==> config.mk <==
export PLATFORM = sky130hd
export DESIGN_NAME = flat_array_serializer
export DESIGN_NICKNAME = d
export VERILOG_FILES = /design/src/rtl/flat_array_serializer.sv
export SDC_FILE = /design/constraint.sdc
export NUM_CORES = 1
export LEC_CHECK = 0
export ABC_AREA = 1
export ABC_CLOCK_PERIOD_IN_PS = 8300
export CELL_PAD_IN_SITES_DETAIL_PLACEMENT = 2
export CELL_PAD_IN_SITES_GLOBAL_PLACEMENT = 2
export CORE_MARGIN = 8
export CORE_UTILIZATION = 29
export DETAILED_ROUTE_END_ITERATION = 12
export GPL_TIMING_DRIVEN = 0
export PLACE_DENSITY_LB_ADDON = 0.08
export SETUP_SLACK_MARGIN = 0.15
export SLEW_MARGIN = 40
export SYNTH_ARGS = -nofsm -noshare
export SYNTH_HDL_FRONTEND = slang
export SYNTH_SLANG_ARGS = --single-unit
==> constraint.sdc <==
create_clock -name clk -period 8.3 [get_ports clk]
set_clock_uncertainty 0.1 [all_clocks]
set_input_delay 1.66 -clock clk [delete_from_list [all_inputs] [get_ports clk]]
set_output_delay 1.66 -clock clk [all_outputs]
set_load 0.02 [all_outputs]
==> src/rtl/flat_array_serializer.sv <==
// flat_array_serializer: takes one flattened ROWS x COLS array over a
// valid/ready handshake and streams it out one element per beat, tagged
// with row/col indices and a last flag. Row index runs fastest, so beats
// follow the flat index k = col*ROWS + row in ascending order.
module flat_array_serializer #(
  parameter int unsigned BIT_WIDTH = 4,
  parameter int unsigned ROWS      = 8,
  parameter int unsigned COLS      = 8,
  localparam int unsigned ROW_W    = (ROWS > 1) ? $clog2(ROWS) : 1,
  localparam int unsigned COL_W    = (COLS > 1) ? $clog2(COLS) : 1
) (
  input  logic                           clk,
  input  logic                           rst,
  input  logic [ROWS*COLS*BIT_WIDTH-1:0] in_data,
  input  logic                           in_valid,
  output logic                           in_ready,
  output logic [BIT_WIDTH-1:0]           out_data,
  output logic                           out_valid,
  input  logic                           out_ready,
  output logic [ROW_W-1:0]               out_row,
  output logic [COL_W-1:0]               out_col,
  output logic                           out_last
);

  typedef enum logic {IDLE, STREAM} state_t;

  state_t                         state_q, state_d;
  logic [ROWS*COLS*BIT_WIDTH-1:0] arr_q;
  logic [ROW_W-1:0]               row_q;
  logic [COL_W-1:0]               col_q;
  logic                           row_end, col_end;
  logic                           accept, beat;

  // Counter end-of-range decode and handshake qualifiers
  always_comb begin
    row_end = (row_q == ROW_W'(ROWS - 1));
    col_end = (col_q == COL_W'(COLS - 1));
    accept  = in_valid && in_ready;
    beat    = out_valid && out_ready;
  end

  // State register
  always_ff @(posedge clk) begin
    if (rst) state_q <= IDLE;
    else     state_q <= state_d;
  end

  // Next-state logic: a new array taken on the last beat keeps us streaming
  always_comb begin
    state_d = state_q;
    unique case (state_q)
      IDLE:    if (accept) state_d = STREAM;
      STREAM:  if (beat && out_last) state_d = accept ? STREAM : IDLE;
      default: state_d = IDLE;
    endcase
  end

  // Output decode; in_ready looks through out_ready so arrays abut with no bubble
  always_comb begin
    out_valid = (state_q == STREAM);
    out_last  = out_valid && row_end && col_end;
    in_ready  = (state_q == IDLE) || (out_valid && out_ready && out_last);
    out_row   = row_q;
    out_col   = col_q;
  end

  // Array buffer and element counters
  always_ff @(posedge clk) begin
    if (rst) begin
      arr_q <= '0;
      row_q <= '0;
      col_q <= '0;
    end else if (accept) begin
      arr_q <= in_data;
      row_q <= '0;
      col_q <= '0;
    end else if (beat) begin
      if (out_last) begin
        row_q <= '0;
        col_q <= '0;
      end else if (row_end) begin
        row_q <= '0;
        col_q <= col_q + 1'b1;
      end else begin
        row_q <= row_q + 1'b1;
      end
    end
  end

  // Element select on the registered counters
  always_comb begin
    out_data = '0;
    for (int unsigned j = 0; j < COLS; j++) begin
      for (int unsigned i = 0; i < ROWS; i++) begin
        if (row_q == ROW_W'(i) && col_q == COL_W'(j))
          out_data = arr_q[(j*ROWS + i)*BIT_WIDTH +: BIT_WIDTH];
      end
    end
  end

endmodule

After elaboration in Yosys (flattened, before gate mapping)
Index checks and enable logic that the tools add are counted.
{"block": "word_totals", "register_bits": 263}
{"block": "op_classes", "addsub": 2, "eq_ne": 14, "mux": 71, "bitwise": 1, "reduce_logical": 75}
{"operator": "two-way mux 4 bit", "count": 64}
{"operator": "logical AND 1 bit", "count": 69}
{"operator": "== test 3 bit, second input constant", "count": 8}
{"operator": "== test 3 x 2 -> 1 bit, second input constant", "count": 4}
{"operator": "two-way mux 3 bit", "count": 4}
{"operator": "adder 3 x 1 -> 3 bit, second input constant", "count": 2}
{"operator": "== test 3 x 1 -> 1 bit, second input constant", "count": 2}
{"operator": "logical NOT 3 bit", "count": 2}
{"operator": "two-way mux 1 bit", "count": 2}
{"operator": "one-hot mux 1 bit (2 select lines)", "count": 1}
{"operator": "AND reduction 2 bit", "count": 1}
{"operator": "nonzero test 2 bit", "count": 1}
{"operator": "OR reduction 2 bit", "count": 1}
{"operator": "logical OR 1 bit", "count": 1}
{"operator": "inverter 1 bit", "count": 1}

Longest topological paths before layout
{"block": "depth", "ltp_word": 66, "mapped_depth": 77, "depth_no_buf": 76}

Worst setup path after synthesis
OpenSTA, ideal clock, no wires.
{"block": "synth_path", "kind": "register to output", "from": "reg col_q[0], in the netlist out_col[0]", "to": "out out_data[3]", "arrival_time_ns": 4.582, "required_time_ns": 6.540, "slack_ns": 1.958, "path_stages_with_launch": 75, "cell_sequence": "dfxtp_1 > inv_1 > ha_1 > inv_1 > nor2_4 > buf_4 > nand2_1 > o21ai_0 > inv_1 > nand2_1 > nand2_1 > nand2_1 > nand2_1 > nand3_1 > nand3_1 > nand3_1 > nand2_1 > nand2_1 > (+39 left out) > nand2_1 > nand2_1 > nand2_1 > nand2_1 > nand2_1 > nand2_1 > nand2_1 > nand2_1 > nand2_1 > nand2_1 > nand2_1 > nand2_1 > nand2_1 > nand2_1 > nand2_1 > nand2_1 > nand2_1 > a21oi_2"}
{"block": "synth_via", "elab_chain_len": 66}
{"element": "start, declared", "line_no": "30", "source": "logic [COL_W-1:0] col_q;"}
{"element": "start signal, assigned", "line_no": "83", "source": "col_q <= col_q + 1'b1;"}
{"element": "logical NOT 3 bit", "line_no": "95", "source": "if (row_q == ROW_W'(i) && col_q == COL_W'(j))"}
{"element": "logical AND 1 bit", "line_no": "95"}
{"element": "two-way mux 4 bit (63 in series)", "line_no": "95"}
{"element": "two-way mux 4 bit (*)", "line_no": "95"}
{"element": "end, declared", "line_no": "17", "source": "output logic [BIT_WIDTH-1:0] out_data,"}
Mark *: on every way between the ends. The rest lies on a longest branch, timed or not.

Worst setup path after layout
{"block": "layout_path", "from": "reg col_q[0], in the netlist out_col[0]", "to": "out out_data[0]"}
The elaborated chain is that of the path after synthesis.

==> impl_metrics.ini <==
[timing]
finalSetupViolations = 0
fin_ws_ps = 159.5
fmaxAchievable_mhz = 122.8
slew_headroom_pct = 43.96
drv_slew = 0
hold_viol_final = 0
fin_hold_ws_ps = 356.7
timing.final.crit_share_pct = 98.08
fin_crit_ps = 8140
rsz0062_at_grt = yes
fin_setup_tns_ps = 0
worst_pin_slew_ps = 840.6

[power]
comb_power_share_pct = 14.8
clkPwrFrac_pct = 41.0
max-vdd-ir-drop_mv = 0.1265
p_sw_uw = 876.3
total_leakage_power_uw = 0.007540
power_frac_seq_pct = 44.2
power.density_mw_per_mm2 = 182.2
swShare_pct = 27.38
internal-power_uw = 2325

[synth]
synth-seq-cells = 263
synthXorXnorAreaFrac_pct = 0
seq_area_frac_synth_pct = 41.70
synthAdderAreaFrac_pct = 1.189
mappedNetlistNets = 2302
synth-edff-count = 0
synth.distinct_cells = 23
yosys.area_share.simple_pct = 35.41
yosysMostFrequentCell = nor2_1
synth_cells = 2030
yosys-top-cells-area = dfxtp_1 (42%), nor2_1 (19%), nand2_1 (12%), o21ai_0 (11%), inv_1 (4.8%)
async_reset_ff_share_pct = 0
synth.avg_cell_area_um2 = 6.220
synth.mux.area_fraction_pct = 0
synth_commonest_cells = nor2_1 (647), nand2_1 (409), o21ai_0 (289)
synth_top_family_by_area = simple AND/OR/NAND/NOR gates
yosys_most_used_dff = dfxtp_1
synth_top_area_share_pct = 41.70
synth_compound_area_share_pct = 14.09
yosysWarnings = 0
yosys.area.top_type = dfxtp_1
netlist_area_mm2 = 0.01263

[run]
cap_violations = 0

[setup_path]
r2r_start = out_col[0]$_SDFFE_PP0P_
slowest_delay_ps = 360
cp-start-kind = flop
cp_max_fo = 7
reg2reg_depth = 11
crit_type = flop to output port
r2r_setup_slack_ps = 4570
cp.arrival_ps = 6380
critPathRequiredTime_ps = 6540
critical_path.endpoint_type = output port
r2r-end = arr_q[180]$_SDFFE_PP0P_
cp_common_cell = nand2_1
cp_slowest_cell = dfxtp_4

[placement]
dp_hpwl_um = 42050
placed_area_mm2 = 0.01609
io_buffers = 272
pre_cts_ws_ps = -657.2
gp_congestion = 0.7977

[drt]
vias = 14036
drc = 0
wl_um = 55270
firstDrtPassIters = 4
drt_iter0_drc = 448
wire_per_inst_um = 18.66
ant_nets = 0
vias_per_cell = 4.740

[clocking]
cts_hold_buf = 0
path_clk_slew_ps = 60
cts_tree = built
clk_path_buf_depth = 3
clk_latency_ps = 570
cts-root-buf = clkbuf_16
h-tree-depth = 1
numCtsBuffers = 31
cts_sinks = 263

[global_routing]
antenna_found_initial = 6
overflow = 0
grt_pass1_vias = 15494
grt_pass1_wl_um = 84480
grt_max_degree = 15
grt_use_total_pct = 21.18

[floorplan]
die_width_um = 224.7
top_level_ports = 273
core.rowCount = 76
initial_core_util_pct = 29.38
dieArea_mm2 = 0.05047
coreArea_mm2 = 0.04298
fp.dieH_um = 224.7

[finish]
nNetsFinal = 2624
synthToLayoutAreaGrowth_pct = 39.16
fin_area_mm2 = 0.01757
drive_above_1_share_pct = 7.877

[status]
status = finished clean

[hold_path]
hold_depth = 2
min_to = arr_q[217]$_SDFFE_PP0P_
hold_path.class = flop to flop
worstHoldStart = arr_q[217]$_SDFFE_PP0P_
metrics by stage:
stage / cells / utilization [%] / total power [uW]
after floorplan: 2030 / - / 1647
after global placement: 2887 / 37.41 / 1885
after detailed placement: 2887 / 37.43 / 1906
after CTS: 2952 / 40.36 / 3242
after global routing: 2961 / 40.88 / 3358
final: 2961 / 40.88 / 3201
cell families (layout without fill, tap and decap cells):
logic type	Yosys count	after routing
flip-flops	263	263
buffers and inverters	255	599
other	0	2
AO/OA/AOI/OAI	354	354
AND/OR/NAND/NOR	1146	1146
adder cells (fa/ha/maj)	12	12
final cells by class:
cell class                 count  area (um2)
fill                        5215       25410
multi-input combinational   1512        6743
sequential                   263        5284
timing repair buffer         289        2859
clock buffer                  43       860.8
tap                          585       732.0
inverter                     168       651.9
buffer                        87       342.8
clock inverter                12       92.59
antenna                        2       5.005
repair_timing:
action | 4_1_cts | 5_1_grt
hold endpoints to repair | 0 | 0
pin swaps | 13 | 52
setup endpoints to repair | 4 | 4
resized for setup | 90 | 50
buffers inserted | 10 | 7
registers in the layout (all words and copies together) (netlist names):
name	count
arr_q	256
out_valid	1
out_row	3
out_col	3
cell usage in the layout, fill, tap and decap left out, drive strengths merged:
cell	instances
dfxtp	263
clkinv	8
bufinv	1
diode	2
or2	25
a21oi	63
clkbuf	129
nor3	9
inv	167
nand2	412
nor2	648
clkinvlp	4
buf	22
a31oi	1
a21boi	1
ha	12
nand3	52
o21ai	289
clkdlybuf4s50	268
critical path, delay by kind of cell (launching register included):
family	cells	cell delay [ps]
adders and majority gates	1	150
DFF	1	360
buffers and inverters	4	370
and+or+nand+nor	73	4920
routing by layer:
metal	vias to the layer above	global-route usage (%)	routed length (um)	share of wire (%)
li1	6973	-	-	-
met1	6761	25.69	24000	43
met2	223	38.76	27570	50
met3	75	3.400	2346	4.2
met4	4	4.769	1342	2.4
met5	-	0	16	0.029
power by group through the flow:
| stage | clock, uW | sequential [uW] | combinational (uW) |
|---|---|---|---|
| finish | 1310 | 1410 | 475 |
| global placement | 0 | 1440 | 447 |
| detailed placement | 0 | 1440 | 464 |
| global route | 1400 | 1420 | 533 |
| floorplan | 0 | 1420 | 223 |
| CTS | 1350 | 1410 | 476 |
worst max path at each step:
stage | endpoint | slack [ps] | startpoint | cells past startpoint
3_3_place_gp | out_data[3] | -550 | out_row[1]$_SDFFE_PP0P_ | 74
4_1_cts | out_data[3] | 20 | out_row[1]$_SDFFE_PP0P_ | 75
6_report | out_data[0] | 160 | out_col[0]$_SDFFE_PP0P_ | 78
2_1_floorplan | out_data[3] | 1960 | out_col[0]$_SDFFE_PP0P_ | 74
3_5_place_dp | out_data[3] | -660 | out_row[1]$_SDFFE_PP0P_ | 74
5_1_grt | out_data[1] | -550 | out_col[0]$_SDFFE_PP0P_ | 76
(Power assumes the default switching activity.)
